$ cat src/rtl/result_serializer.sv
// Latches the compressor's concatenated result columns and shifts them out LSB-first
// over a valid/ready serial pin. Optional capture MISR enabled by RESULT_SIGNATURE_EN.
module result_serializer #(
    parameter int NDST      = 27,
    parameter int DST_WIDTH = 1
) (
    input  logic                      clk,
    input  logic                      rst,
    input  logic [NDST*DST_WIDTH-1:0] dst_bus,
    input  logic                      capture,
    output logic                      sout,
    output logic                      sout_valid,
    input  logic                      sout_ready,
    output logic                      sout_last,
    output logic                      busy,
    output logic                      done,
    output logic                      capture_drop,
    output logic [31:0]               signature
);

    localparam int TOTAL = NDST * DST_WIDTH;
    localparam int CNT_W = $clog2(TOTAL + 1);

    typedef enum logic [1:0] {
        S_IDLE,
        S_SHIFT,
        S_DONE
    } state_t;

    state_t           state_q, state_d;
    logic [TOTAL-1:0] shreg_q, shreg_d;
    logic [CNT_W-1:0] count_q, count_d;
    logic             drop_q, drop_d;
    logic             cap_accept;

    assign cap_accept = (state_q == S_IDLE) && capture;

    always_ff @(posedge clk) begin
        if (rst) begin
            state_q <= S_IDLE;
            shreg_q <= '0;
            count_q <= '0;
            drop_q  <= 1'b0;
        end else begin
            state_q <= state_d;
            shreg_q <= shreg_d;
            count_q <= count_d;
            drop_q  <= drop_d;
        end
    end

    always_comb begin
        state_d = state_q;
        shreg_d = shreg_q;
        count_d = count_q;
        drop_d  = drop_q;
        case (state_q)
            S_IDLE: begin
                if (capture) begin
                    shreg_d = dst_bus;
                    count_d = CNT_W'(TOTAL);
                    state_d = S_SHIFT;
                end
            end
            S_SHIFT: begin
                if (capture) begin
                    drop_d = 1'b1;
                end
                // Advance only on a completed handshake so a stalled bit is held, never skipped.
                if (sout_ready) begin
                    shreg_d = shreg_q >> 1;
                    count_d = count_q - 1'b1;
                    if (count_q == CNT_W'(1)) begin
                        state_d = S_DONE;
                    end
                end
            end
            S_DONE: begin
                if (capture) begin
                    drop_d = 1'b1;
                end
                state_d = S_IDLE;
            end
            default: begin
                state_d = S_IDLE;
            end
        endcase
    end

    assign sout_valid   = (state_q == S_SHIFT);
    assign sout         = sout_valid & shreg_q[0];
    assign sout_last    = sout_valid && (count_q == CNT_W'(1));
    assign busy         = (state_q != S_IDLE);
    assign done         = (state_q == S_DONE);
    assign capture_drop = drop_q;

`ifdef RESULT_SIGNATURE_EN
    localparam int NCHUNK = (TOTAL + 31) / 32;

    logic [NCHUNK*32-1:0] pad_bus;
    logic [31:0]          fold;
    logic [31:0]          sig_q, sig_d;

    assign pad_bus = (NCHUNK*32)'(dst_bus);

    always_comb begin
        fold = 32'h0;
        for (int k = 0; k < NCHUNK; k++) begin
            fold = fold ^ pad_bus[k*32 +: 32];
        end
    end

    // CRC-32 polynomial feedback folded with the captured word.
    always_comb begin
        sig_d = sig_q;
        if (cap_accept) begin
            sig_d = {sig_q[30:0], 1'b0} ^ (sig_q[31] ? 32'h04C11DB7 : 32'h0) ^ fold;
        end
    end

    always_ff @(posedge clk) begin
        if (rst) begin
            sig_q <= 32'h0;
        end else begin
            sig_q <= sig_d;
        end
    end

    assign signature = sig_q;
`else
    logic unused_accept;
    assign unused_accept = cap_accept;
    assign signature     = 32'h0;
`endif

endmodule

$ cat config.mk
export PLATFORM = sky130hd
export DESIGN_NAME = result_serializer
export DESIGN_NICKNAME = d
export VERILOG_FILES = /design/src/rtl/result_serializer.sv
export SDC_FILE = /design/constraint.sdc
export NUM_CORES = 1
export LEC_CHECK = 0
export CAP_MARGIN = 0
export CORE_MARGIN = 5
export CORE_UTILIZATION = 41
export CTS_CLUSTER_SIZE = 20
export DETAILED_ROUTE_END_ITERATION = 8
export PLACE_DENSITY_LB_ADDON = 0.05
export SLEW_MARGIN = 40
export SYNTH_ARGS = -nofsm -noshare
export SYNTH_HDL_FRONTEND = slang
export SYNTH_SLANG_ARGS = --single-unit
export TNS_END_PERCENT = 20
$ cat constraint.sdc
create_clock -name clk -period 1.7 [get_ports clk]
set_input_delay 0.34 -clock clk [delete_from_list [all_inputs] [get_ports clk]]
set_output_delay 0.34 -clock clk [all_outputs]
set_load 0.03 [all_outputs]
Word level (Yosys, flattened, before mapping)
Cells that the tools add are included.
{"block": "classes", "eq_ne": 6, "n_reduce_logical": 8, "div_mod_pow": 0, "shift": 0, "n_bitwise": 1, "mul": 0, "n_addsub": 1, "n_mux": 10, "n_lt_le_gt_ge": 0}
{"cell": "$mux 27", "count": 2}
{"cell": "$pmux 27 s2", "count": 1}
{"cell": "$mux 5", "count": 2}
{"cell": "$pmux 5 s2", "count": 1}
{"cell": "$mux 2", "count": 3}
{"cell": "$reduce_and 3->1", "count": 2}
{"cell": "$eq 5x1->1 const B", "count": 1}
{"cell": "$sub 5x1->5 const B", "count": 1}
{"cell": "$ne 2x1->1 const B", "count": 2}
{"cell": "$pmux 2 s2", "count": 1}
{"cell": "$reduce_bool 2->1", "count": 2}
{"cell": "$eq 2x1->1 const B", "count": 1}
{"cell": "$eq 2x2->1 const B", "count": 1}
{"cell": "$logic_not 2->1", "count": 1}
{"cell": "$ne 2x2->1 const B", "count": 1}
{"cell": "$reduce_and 2->1", "count": 1}
{"cell": "$reduce_or 2->1", "count": 1}
{"cell": "$and 1x1->1", "count": 1}
{"cell": "$logic_and 1x1->1", "count": 1}
{"block": "word_totals", "input_bits": 31, "elab_cells": 30, "mem_bits_ro": 0, "memories": 0, "latch_bits": 0, "mem_bits_rw": 0, "ff_bits": 35}

Longest topological paths before layout
Gate-level depths: netlist of run 1.
{"block": "logic_depth", "ltp_word": 4, "ltp_mapped": 9, "depth_no_buf": 6}

Worst setup path before layout of run 1
No wires, ideal clock.
{"block": "synth_path", "path_type": "register to output", "from": "register state_q[1]", "to": "output port sout", "setup_slack_ps": -309, "stages_incl_launch_ff": 6, "arrival_ps": 1669, "path_cell_list": "dfxtp_1 > inv_1 > ha_1 > buf_2 > buf_1 > and2_1"}
{"block": "synth_via", "elab_chain_len": 2}
{"item": "start: declaration", "line_no": "30", "rtl": "state_t state_q, state_d;"}
{"item": "start signal: assignment", "line_no": "45", "rtl": "state_q <= state_d;"}
{"item": "$eq 2x1->1", "line_no": "90", "rtl": "assign sout_valid = (state_q == S_SHIFT);"}
{"item": "net sout_valid", "line_no": "12", "rtl": "output logic sout_valid,"}
{"item": "$and 1x1->1", "line_no": "91", "rtl": "assign sout = sout_valid & shreg_q[0];"}
{"item": "end: declaration", "line_no": "11", "rtl": "output logic sout,"}
The timed path passes the listed nets, and every way through them passes these cells.

Final worst setup path of run 1
{"block": "layout_path", "from": "register state_q[0]", "to": "register count_q[1]"}
{"block": "layout_via", "elab_chain_len": 3, "elab_cells_between_ends": 7, "cone_classes": "eq/ne: 3; mux: 1; reduce/logical: 3"}
{"item": "$eq 2x1->1 or $logic_not 2->1 (tied branches)", "line_no": "57", "rtl": "case (state_q)"}
{"item": "$ne 2x1->1 (no source line) (tied with other cells)"}
{"item": "$reduce_and 3->1 (no source line)"}
{"item": "end signal: assignment", "line_no": "47", "rtl": "count_q <= count_d;"}
{"item": "end: declaration", "line_no": "32", "rtl": "logic [CNT_W-1:0] count_q, count_d;"}
Several ways; a longest one is shown, not always the timed one.
A chain may end at the register's enable or synchronous reset.

==> results of run 1 <==
## repair_timing
action,CTS,global route
gates cloned,2,1
endpoints found under the setup margin,32,33
gates resized for setup,11,25
pin swaps,3,5
endpoints found under the hold margin,0,0
buffers inserted,2,5
## synthesized netlist by cell type, types with 2 or more instances
cell type                   n
sky130_fd_sc_hd__dfxtp_1   35
sky130_fd_sc_hd__nor2_1    35
sky130_fd_sc_hd__buf_4     33
sky130_fd_sc_hd__mux2i_1   27
sky130_fd_sc_hd__a211oi_1  17
sky130_fd_sc_hd__a211oi_2  11
sky130_fd_sc_hd__buf_2      7
sky130_fd_sc_hd__ha_1       6
sky130_fd_sc_hd__inv_1      5
sky130_fd_sc_hd__a21oi_1    4
sky130_fd_sc_hd__clkbuf_1   4
sky130_fd_sc_hd__nor3_1     3
sky130_fd_sc_hd__a311oi_1   2
sky130_fd_sc_hd__and2_1     2
sky130_fd_sc_hd__buf_6      2
sky130_fd_sc_hd__nand3b_1   2
sky130_fd_sc_hd__nor4b_1    2
sky130_fd_sc_hd__xnor2_1    2
## layout make-up
type                    instances  area share
clock inverters                 3    0.007323
repair buffers                 67      0.2513
multi-input cells             154      0.4256
inverters                       5    0.006865
flip-flops and latches         35      0.2590
well taps                      54     0.02471
clock buffers                   5     0.02517
## final timing paths
path                      from           end
setup / recovery    state_q[0]    count_q[1]
setup reg to reg    state_q[0]    count_q[1]
hold reg to reg   capture_drop  capture_drop
hold / removal    capture_drop  capture_drop
## state kept, by name, indices dropped and copies added (netlist names)
| signal | cells |
|---|---|
| count_q | 5 |
| shreg_q | 27 |
| capture_drop | 1 |
| state_q | 2 |
## through the flow
step | area [µm²] | instances
after floorplan | 2113 | 241
after global placement | 2390 | 305
after detailed placement | 2390 | 305
after CTS | 2594 | 317
after global routing | 2734 | 323
final | 2734 | 323
## power by group through the flow
stage	Combinational, µW	Sequential [µW]	Clock (µW)
floorplan	1940	1420	0
global placement	2480	1450	0
detailed placement	2590	1470	0
CTS	3010	1470	629
global route	3640	1520	660
finish	3370	1480	597
## cells by family (layout without fill, tap and decap cells)
group                    count (synthesis)  after routing  synth area share
adder cells (fa/ha/maj)                  6              6           0.03802
XOR/XNOR                                 2              2          0.008874
flip-flops                              35             35            0.3549
other                                    1             32          0.001899
multiplexers                            28             28            0.1426
buffers and inverters                   52             80            0.1736
AO/OA/AOI/OAI                           35             35            0.1559
AND/OR/NAND/NOR                         51             51            0.1242
## per-layer routing
metal,vias up,routed length (µm),track usage
met5,-,0,0
met4,0,28,0.04639
met3,2,287,0.04402
met2,47,2340,0.2517
met1,748,1987,0.1639
li1,781,-,-
## critical path, stage by stage (launching register included)
cell,delay [ns]
sky130_fd_sc_hd__dfxtp_4,0.36
sky130_fd_sc_hd__inv_2,0.07
sky130_fd_sc_hd__ha_1,0.16
sky130_fd_sc_hd__buf_4,0.14
sky130_fd_sc_hd__nor2_4,0.04
sky130_fd_sc_hd__nor3_4,0.29
sky130_fd_sc_hd__buf_4,0.18
sky130_fd_sc_hd__buf_4,0.11
sky130_fd_sc_hd__nor2_1,0.04
sky130_fd_sc_hd__a311oi_1,0.21
==> impl_summary.txt, run 1 <==
----------------------------------------------------
[Run]
  Maxcap violations ... 0

[Placement]
  HPWL after detailed placement ... 2970 µm
  Worst slack, placed ... -0.2243 ns
  Quantity of I/O buffers inserted on ports ... 36
  Final weighted congestion of routability-driven global placement ... 0.7755

[Route]
  Drt pass-1 iters ... 4
  Initial drt markers ... 76
  DRC ... 0
  Detailed-route wire length per cell ... 14.37 µm
  Post-detailed-route count of antenna-violating nets ... 0
  Number of vias per cell after detailed routing ... about 5
  Total routed wirelength ... around 4600 µm
  Number of vias after detailed routing ... roughly 1,600

[Power and ir drop]
  Share of power burned in registers ... 0.272
  Worst IR drop on VDD ... approximately 0.84 mV
  Pwr Total ... approximately 5400 µW
  Net switching fraction of the power ... 0.4073
  P_int ... ~3200 µW
  Power density normalized to cell area ... between 1500 and 2000 mW/mm²
  LEAKAGE ... roughly 0.0011 µW
  Clk pwr share ... 0.110
  Relative contribution of combinational cells to total power ... 0.618
  Net switching power figure ... ~2200 µW

[Global route]
  All-layer global routing usage ... 0.1429
  Global-route wire length before repair ... 7072 µm
  Number of antenna violations at the first check in global routing ... 0
  Number of global-route vias before repair ... between 1,500 and 2,000
  Sum of overflow across all layers after global routing ... 0
  Maximum number of pins on one net before global-route repair ... 36

[Layout]
  Area used by sequential logic in the layout ... 708.2 µm²
  Growth of design area from synthesis to finish ... 38.47%
  Utilization after layout ... 0.5827
  Ratio of cells with drive above 1 in the final layout ... 0.3011
  Final net count ... 305
  Most common cell after layout, fill and taps aside ... sky130_fd_sc_hd__nor2_1
  Area occupied by multi-input gates ... about 0.0012 mm²
  Fillers ... between 400 and 500
  Most frequent cells in the layout ... sky130_fd_sc_hd__nor2_1, sky130_fd_sc_hd__conb_1, sky130_fd_sc_hd__dfxtp_1, sky130_fd_sc_hd__clkdlybuf4s50_1, sky130_fd_sc_hd__mux2i_1
  Antenna diode count ... 0

[Worst setup path]
  Worst setup EP type ... register
  Data arrival time at the worst-slack endpoint ... between 1.5 and 2 ns
  Type of element launching the critical path ... register
  Worst setup slack for register-to-register paths ... between 0.002 and 0.0025 ns
  Cells on worst reg2reg path ... 9
  Biggest fanout along the worst timing path ... 4
  Critical path start-end classification ... reg -> reg
  Worst path required time ... between 1.5 and 2 ns

[Floorplanning]
  Starting density of the core ... 0.4208
  Die W ... between 70 and 80 µm
  Full die area ... about 0.0063 mm²
  Boundary pin count ... 69
  Cell Rows ... 25
  Core Box Area ... about 0.0047 mm²
  Die Ht ... roughly 79 µm

[Status]
  Status ... complete, no violations

[Clock network]
  Clock latency on the worst-skew pair ... approximately 0.29 ns
  CTS H-Tree Depth ... 2
  Number of buffers inserted for hold repair after clock tree synthesis ... 0
  Clock tree from TritonCTS ... built
  Clk sinks ... 35
  Clock buffers created by TritonCTS ... 5
  Clock Tree Buf Depth ... 2
  Root buf cell ... sky130_fd_sc_hd__clkbuf_8
  Clock transition at the register clock pins on the worst setup and hold paths after CTS ... 0.07 ns

[Timing]
  Accumulated negative setup slack ... 0 ns
  Final number of max-transition violations ... 0
  Worst hold slack after final layout ... 0.4756 ns
  Min cycle time layout ... around 1.7 ns
  Final setup violation count ... 0
  Final critical-path share of the clock period ... 0.9986
  Hold Vio Cnt, Final ... 0
  Setup slack after layout ... 0.002365 ns
  Fmax ... roughly 0.6 GHz
  Clk_skew ... around 0.0037 ns
  RSZ-0062 raised after global routing ... true

[Synthesis]
  Synthesized instance count ... 210
  Post-synthesis cell type with the largest combined area ... sky130_fd_sc_hd__dfxtp_1
  Count of cell types in the netlist ... 29
  Ys Warns ... 0
  Average instance area after synthesis ... around 9.4 µm²
  Sequential fraction of the synthesis area ... 0.3549
  Post-synth design cell area ... 0.001974 mm²
  Fraction of synthesis flops using an asynchronous set or reset pin ... 0
  Number of synthesized register bits ... 35
  Top cell type's share of synthesized area ... 0.3549
  Post-synth top flop ... sky130_fd_sc_hd__dfxtp_1
  Leading cell types by total area after synthesis ... sky130_fd_sc_hd__dfxtp_1, sky130_fd_sc_hd__mux2i_1, sky130_fd_sc_hd__buf_4, sky130_fd_sc_hd__a211oi_2, sky130_fd_sc_hd__nor2_1
  Number of enable flip-flop cells after synthesis ... 0

[Min path]
  Worst Hold Depth ... 2
  Worst min path class ... reg -> reg

----------------------------------------------------
Power figures use the tool's default switching activity.
==> run 2, diff against run 1 <==
- SETUP_SLACK_MARGIN: unset -> 0.3
==> impl_summary.txt, run 2 (synthesis gave the netlist of run 1 again) <==
----------------------------------------------------
[Status]
  Status ... finished, violations left
  Violated checks ... setup timing

[Layout]
  Register with the most flip-flops ... shreg_q
  Fillers ... 361 (-13%)
  Ratio of cells with drive above 1 in the final layout ... 0.3705 (+0.06939)
  Flip-flop count of the largest register, all copies and words added ... 27 (unchanged)
  Growth of design area from synthesis to finish ... 53.36%
  Most common cell after layout, fill and taps aside ... sky130_fd_sc_hd__conb_1
  Largest registers ... shreg_q (27), count_q (5), state_q (2)
  Most frequent cells in the layout ... sky130_fd_sc_hd__conb_1, sky130_fd_sc_hd__dfxtp_1, sky130_fd_sc_hd__clkdlybuf4s50_1
  Antenna diode count ... 0 (unchanged)
  Design area ... 0.003028 mm² (+11%)
  Final net count ... 314 (+3.0%)

[Clock network]
  Root buf cell ... sky130_fd_sc_hd__clkbuf_8
  Clock transition at the register clock pins on the worst setup and hold paths after CTS ... 0.07 ns (about the same)
  Clock Tree Buf Depth ... 2 (unchanged)
  Clk sinks ... 35 (unchanged)
  Clock tree from TritonCTS ... built
  Clock buffers created by TritonCTS ... 5 (unchanged)
  Clock latency on the worst-skew pair ... 0.28 ns (about the same)
  CTS H-Tree Depth ... 2 (unchanged)

[Worst setup path]
  Critical path start-end classification ... reg -> reg
  Biggest fanout along the worst timing path ... 5 (+1)
  Worst setup EP type ... register
  Worst setup slack for register-to-register paths ... -0.05 ns (-0.05 ns)
  Crit Reg-Reg Endpoint ... shreg_q[0]
  Type of element launching the critical path ... register
  Data arrival time at the worst-slack endpoint ... 1.95 ns (+0.06 ns)
  Cells on worst reg2reg path ... 9 (unchanged)
  Reg2reg start ... state_q[0]
  Worst path required time ... 1.90 ns (about the same)

[Min path]
  Worst Hold Depth ... 2 (unchanged)
  Worst min path class ... reg -> reg
  Worst hold endpoint ... shreg_q[26]
  Worst hold start ... shreg_q[26]

[Floorplanning]
  Boundary pin count ... 69 (unchanged)
  Full die area ... 0.006304 mm² (unchanged)
  Die Ht ... 79.40 µm (unchanged)
  Die W ... 79.40 µm (unchanged)
  Core Box Area ... 0.004692 mm² (unchanged)
  Cell Rows ... 25 (unchanged)
  Starting density of the core ... 0.4208 (unchanged)

[Global route]
  Number of antenna violations at the first check in global routing ... 0 (unchanged)
  All-layer global routing usage ... 0.1538 (+0.01095)
  Global-route wire length before repair ... 7631 µm (+7.9%)
  Number of global-route vias before repair ... 1,637 (+7.1%)
  Maximum number of pins on one net before global-route repair ... 36 (unchanged)
  Sum of overflow across all layers after global routing ... 0 (unchanged)

[Placement]
  HPWL after detailed placement ... 2898 µm (-2.4%)
  Quantity of I/O buffers inserted on ports ... 36 (unchanged)
  Worst slack, placed ... -0.2263 ns (-0.001996 ns)
  Dpl cell area ... 0.002482 mm² (+3.9%)
  Final weighted congestion of routability-driven global placement ... 0.7726 (-0.37%)

[Power and ir drop]
  Worst IR drop on VDD ... 0.8584 mV (+2.8%)
  Pwr Total ... 6289 µW (+15%)
  LEAKAGE ... 0.001228 µW (+10%)
  Power density normalized to cell area ... 2077 mW/mm² (+4.3%)

[Timing]
  RSZ-0062 raised after global routing ... true
  Clk_skew ... 0.002795 ns (-0.0009111 ns)
  Fmax ... 0.5720 GHz (-2.9%)
  Min cycle time layout ... 1.748 ns (+0.05050 ns)
  Hold Vio Cnt, Final ... 0 (unchanged)
  Final number of max-transition violations ... 0 (unchanged)
  Setup slack after layout ... -0.04813 ns (-0.05050 ns)
  Final critical-path share of the clock period ... 1.028 (+0.02971)
  Final setup violation count ... 13 (+13)

[Run]
  Maxcap violations ... 0 (unchanged)

[Route]
  DRC ... 0 (unchanged)
  Number of vias per cell after detailed routing ... 4.840 (-0.92%)
  Total routed wirelength ... 4901 µm (+5.6%)
  Number of vias after detailed routing ... 1,607 (+1.8%)
  Post-detailed-route count of antenna-violating nets ... 0 (unchanged)
  Drt pass-1 iters ... 4 (unchanged)
  Initial drt markers ... 80 (+5.3%)
  Detailed-route wire length per cell ... 14.76 µm (+2.7%)

----------------------------------------------------
## run 2: changes by cell type in the layout (fill, tap and decap cells not counted), moves of 2 or more
cell	change
sky130_fd_sc_hd__a211oi_2	-2
sky130_fd_sc_hd__buf_12	+5
sky130_fd_sc_hd__clkinvlp_4	-2
sky130_fd_sc_hd__buf_6	+4
sky130_fd_sc_hd__nor2_2	+2
sky130_fd_sc_hd__ha_1	-2
sky130_fd_sc_hd__nor2_1	-12
sky130_fd_sc_hd__nor2_4	+10
sky130_fd_sc_hd__clkbuf_1	+2
sky130_fd_sc_hd__a211oi_1	+2
## run 2: worst max path at each step
stage                from     endpoint  slack, ns
3_5_place_dp   sout_ready  shreg_q[10]      -0.23
2_1_floorplan  state_q[1]  shreg_q[10]       0.14
3_3_place_gp   sout_ready   shreg_q[9]      -0.19
6_report       state_q[0]   shreg_q[0]      -0.05
4_1_cts        state_q[0]  shreg_q[11]      -0.01
5_1_grt        state_q[0]   shreg_q[0]      -0.15
## run 2: worst max-delay path: stages (launching register included)
cell and delay (ns):
sky130_fd_sc_hd__dfxtp_2 0.33, sky130_fd_sc_hd__buf_6 0.11, sky130_fd_sc_hd__ha_4 0.17, sky130_fd_sc_hd__and2b_2 0.24
sky130_fd_sc_hd__nor3_4 0.20, sky130_fd_sc_hd__buf_6 0.15, sky130_fd_sc_hd__buf_6 0.12, sky130_fd_sc_hd__clkbuf_16 0.13
sky130_fd_sc_hd__nor2_1 0.04, sky130_fd_sc_hd__a211oi_1 0.16
## run 2: through the flow
| step | util | TNS, ns | hold slack (ns) | instances |
|---|---|---|---|---|
| 3_5_place_dp | 0.5291 | -5.531 | 0.4613 | 301 |
| 5_1_grt | 0.6453 | -2.022 | 0.4933 | 332 |
| 6_report | 0.6453 | -0.3195 | 0.4717 | 332 |
| 4_1_cts | 0.6067 | -0.02714 | 0.4728 | 325 |
| 2_1_floorplan | - | 0 | 0.4449 | 241 |
| 3_3_place_gp | 0.5291 | -4.357 | 0.4533 | 301 |
## run 2: metal layers
metal  global-route usage  wire length [µm]  share of wire  vias to the layer above
met5                    0                 0              0                        -
met4              0.05842                60          0.012                        0
met3              0.04289               228          0.047                        6
met2               0.2694              2558           0.52                       45
met1               0.1771              2053           0.42                      755
li1                     -                 -              -                      801
## run 2: where the power goes
group	internal [µW]	total, µW	switching [µW]
clock network	288	582	294
logic	2300	4170	1870
registers	1230	1540	316
total	3810	6290	2480
## run 2: final cells by class
type	count	area, µm²	share of cell area
Multi-Input combinational cell	154	1280	0.4227
Sequential cell	35	705.7	0.2331
Clock inverter	1	5.005	0.001653
Timing Repair Buffer	76	872.1	0.2880
Inverter	5	21.27	0.007025
Tap cell	54	67.56	0.02231
Clock buffer	7	76.32	0.02521
## run 2: what timing repair did
item / in CTS / in global routing
setup buffers: 13 / 5
hold buffers: 0 / 0
pin swaps: 8 / 15
cloned: 3 / 2
endpoints found under the setup margin: 40 / 39
resized for setup: 36 / 19
==> run 3, diff against run 2 <==
--- a/config.mk
+++ b/config.mk
@@ -8,3 +8,3 @@
 export CAP_MARGIN = 0
-export CORE_MARGIN = 5
+export CORE_MARGIN = 2
 export CORE_UTILIZATION = 41
==> constraint.sdc (replaced) <==
create_clock -name clk -period 1.7 [get_ports clk]
set_input_delay 0.425 -clock clk [delete_from_list [all_inputs] [get_ports clk]]
set_output_delay 0.425 -clock clk [all_outputs]
set_load 0.03 [all_outputs]
==> impl_summary.txt, run 3 (synthesis gave the netlist of run 1 again) <==
----------------------------------------------------
[Status]
  Status ... finished, violations left
  Violated checks ... setup timing

[Timing]
  Final number of max-transition violations ... 0 (unchanged)
  Hold Vio Cnt, Final ... 0 (unchanged)
  Clk_skew ... 0.005658 ns (+0.002863 ns)
  Final setup violation count ... 21 (+8)
  Final critical-path share of the clock period ... 1.057 (+0.02864)
  Min cycle time layout ... 1.797 ns (+0.04868 ns)
  Worst hold slack after final layout ... 0.4717 ns (-0.00004600 ns)
  Setup slack after layout ... -0.09682 ns (-0.04868 ns)
  RSZ-0062 raised after global routing ... true
  Fmax ... 0.5565 GHz (-2.7%)

[Layout]
  Growth of design area from synthesis to finish ... 52.79%
  Final net count ... 312 (-0.64%)
  Largest registers ... shreg_q (27), count_q (5), state_q (2)
  Flip-flop count of the largest register, all copies and words added ... 27 (unchanged)
  Ratio of cells with drive above 1 in the final layout ... 0.3673 (-0.003231)
  Most common cell after layout, fill and taps aside ... sky130_fd_sc_hd__conb_1
  Antenna diode count ... 0 (unchanged)
  Most frequent cells in the layout ... sky130_fd_sc_hd__conb_1, sky130_fd_sc_hd__dfxtp_1, sky130_fd_sc_hd__clkdlybuf4s50_1
  Register with the most flip-flops ... shreg_q
  Utilization after layout ... 0.6429 (-0.002400)

[Global route]
  Maximum number of pins on one net before global-route repair ... 36 (unchanged)
  Global-route wire length before repair ... 7224 µm (-5.3%)
  Sum of overflow across all layers after global routing ... 0 (unchanged)
  Number of global-route vias before repair ... 1,579 (-3.5%)
  Number of antenna violations at the first check in global routing ... 0 (unchanged)
  All-layer global routing usage ... 0.1740 (+0.02019)

[Worst setup path]
  Total number of cells along the worst setup path ... 9 (unchanged)
  Worst path required time ... 1.89 ns (about the same)
  Total buffers and inverters traversed by the critical path ... 4 (unchanged)
  Top delay family on crit path ... buffers and inverters
  Type of element launching the critical path ... register
  Worst path most repeated cell ... sky130_fd_sc_hd__buf_6
  Biggest fanout along the worst timing path ... 10 (+5)
  Crit-path slowest cell ... sky130_fd_sc_hd__dfxtp_2
  Worst setup EP type ... register
  Cells on worst reg2reg path ... 9 (unchanged)
  Critical Path, Cell by Cell ... buf_6 > ha_4 > and2b_2 > nor3_4 > buf_12 > buf_6 > buf_16 > nor2_1 > a211oi_1
  Critical path start-end classification ... reg -> reg
  Data arrival time at the worst-slack endpoint ... 1.99 ns (+0.04 ns)
  Crit-path max cell delay ... 0.33 ns (about the same)

[Run]
  Maxcap violations ... 0 (unchanged)

[Clock network]
  Clock Tree Buf Depth ... 2 (unchanged)
  Number of buffers inserted for hold repair after clock tree synthesis ... 0 (unchanged)
  Clk sinks ... 35 (unchanged)
  Clock buffers created by TritonCTS ... 5 (unchanged)
  Clock transition at the register clock pins on the worst setup and hold paths after CTS ... 0.07 ns (about the same)
  CTS H-Tree Depth ... 2 (unchanged)
  Root buf cell ... sky130_fd_sc_hd__clkbuf_8
  Clock latency on the worst-skew pair ... 0.29 ns (about the same)
  Clock tree from TritonCTS ... built

[Route]
  Drt pass-1 iters ... 4 (unchanged)
  Initial drt markers ... 83 (+3.8%)
  Number of vias after detailed routing ... 1,589 (-1.1%)
  Post-detailed-route count of antenna-violating nets ... 0 (unchanged)
  DRC ... 0 (unchanged)
  Total routed wirelength ... 4641 µm (-5.3%)
  Detailed-route wire length per cell ... 14.11 µm (-4.4%)
  Number of vias per cell after detailed routing ... 4.830 (-0.22%)

[Power and ir drop]
  LEAKAGE ... 0.001211 µW (-1.4%)
  Power density normalized to cell area ... 2072 mW/mm² (-0.26%)
  Worst IR drop on VDD ... 0.9854 mV (+15%)

[Floorplanning]
  Starting density of the core ... 0.4208 (unchanged)
  Cell Rows ... 25 (unchanged)
  Full die area ... 0.005387 mm² (-15%)
  Die Ht ... 73.40 µm (-7.6%)
  Die W ... 73.40 µm (-7.6%)
  Core Box Area ... 0.004692 mm² (unchanged)
  Boundary pin count ... 69 (unchanged)

[Min path]
  Worst Hold Depth ... 2 (unchanged)
  Worst min path class ... reg -> reg

[Placement]
  Quantity of I/O buffers inserted on ports ... 36 (unchanged)
  Final weighted congestion of routability-driven global placement ... 0.7707 (-0.25%)
  HPWL after detailed placement ... 2778 µm (-4.2%)

----------------------------------------------------
run 3: changes by cell type in the layout (fill, tap and decap cells not counted), moves of 2 or more:
cell	before	now
sky130_fd_sc_hd__a211oi_1	9	11
sky130_fd_sc_hd__a211oi_2	19	17
sky130_fd_sc_hd__buf_4	23	21
sky130_fd_sc_hd__clkbuf_1	2	0
run 3: cell type report:
class	instances	area [µm²]
Fill cell	378	1675
Multi-Input combinational cell	154	1285
Timing Repair Buffer	74	849.6
Sequential cell	35	705.7
Clock buffer	6	82.58
Tap cell	54	67.56
Inverter	5	21.27
Clock inverter	1	5.005
run 3: power by group:
| group | leakage (µW) | internal, µW | switching (µW) | total (µW) |
|---|---|---|---|---|
| logic | 0.000872 | 2240 | 1870 | 4100 |
| clock network | 0.0000470 | 318 | 289 | 607 |
| registers | 0.000291 | 1230 | 312 | 1540 |
run 3: path summary, 6_finish.rpt:
kind	start	slack, ns	to
setup reg to reg	state_q[0]	-0.1	shreg_q[22]
hold reg to reg	shreg_q[26]	0.47	shreg_q[26]
setup / recovery	state_q[0]	-0.1	shreg_q[22]
hold / removal	shreg_q[26]	0.47	shreg_q[26]
run 3: what timing repair did:
item                       4_1_cts  5_1_grt
setup buffers                   10        5
resized for setup               38       11
cloned                           3        1
pin swaps                       22       15
setup endpoints to repair       40       39
run 3: through the flow:
stage / cells / area [µm²] / TNS, ns / worst slack (ns) / total power, µW
after CTS: 323 / 2873 / -0.1430 / -0.05057 / 5818
after detailed placement: 303 / 2492 / -8.289 / -0.3279 / 4369
after global routing: 329 / 3017 / -1.697 / -0.1419 / 6655
after floorplan: 241 / 2223 / 0 / 0.1412 / 3702
final: 329 / 3017 / -0.6373 / -0.09682 / 6250
after global placement: 303 / 2492 / -7.138 / -0.2681 / 4277
run 3: metal layers:
layer	global-route usage	vias to the layer above	part of all wire
met5	0	-	0
met4	0.07071	0	0.016
met3	0.03429	10	0.040
met2	0.3073	39	0.53
met1	0.2054	750	0.41
li1	-	790	-
run 3: worst register-to-register path: cells and delay by family, from the launching register on:
kind,cells,cell delay [ns]
simple gates,3,0.48
fa+ha+maj,1,0.17
buf+inv,4,0.53
compound gates,1,0.19
flops,1,0.33
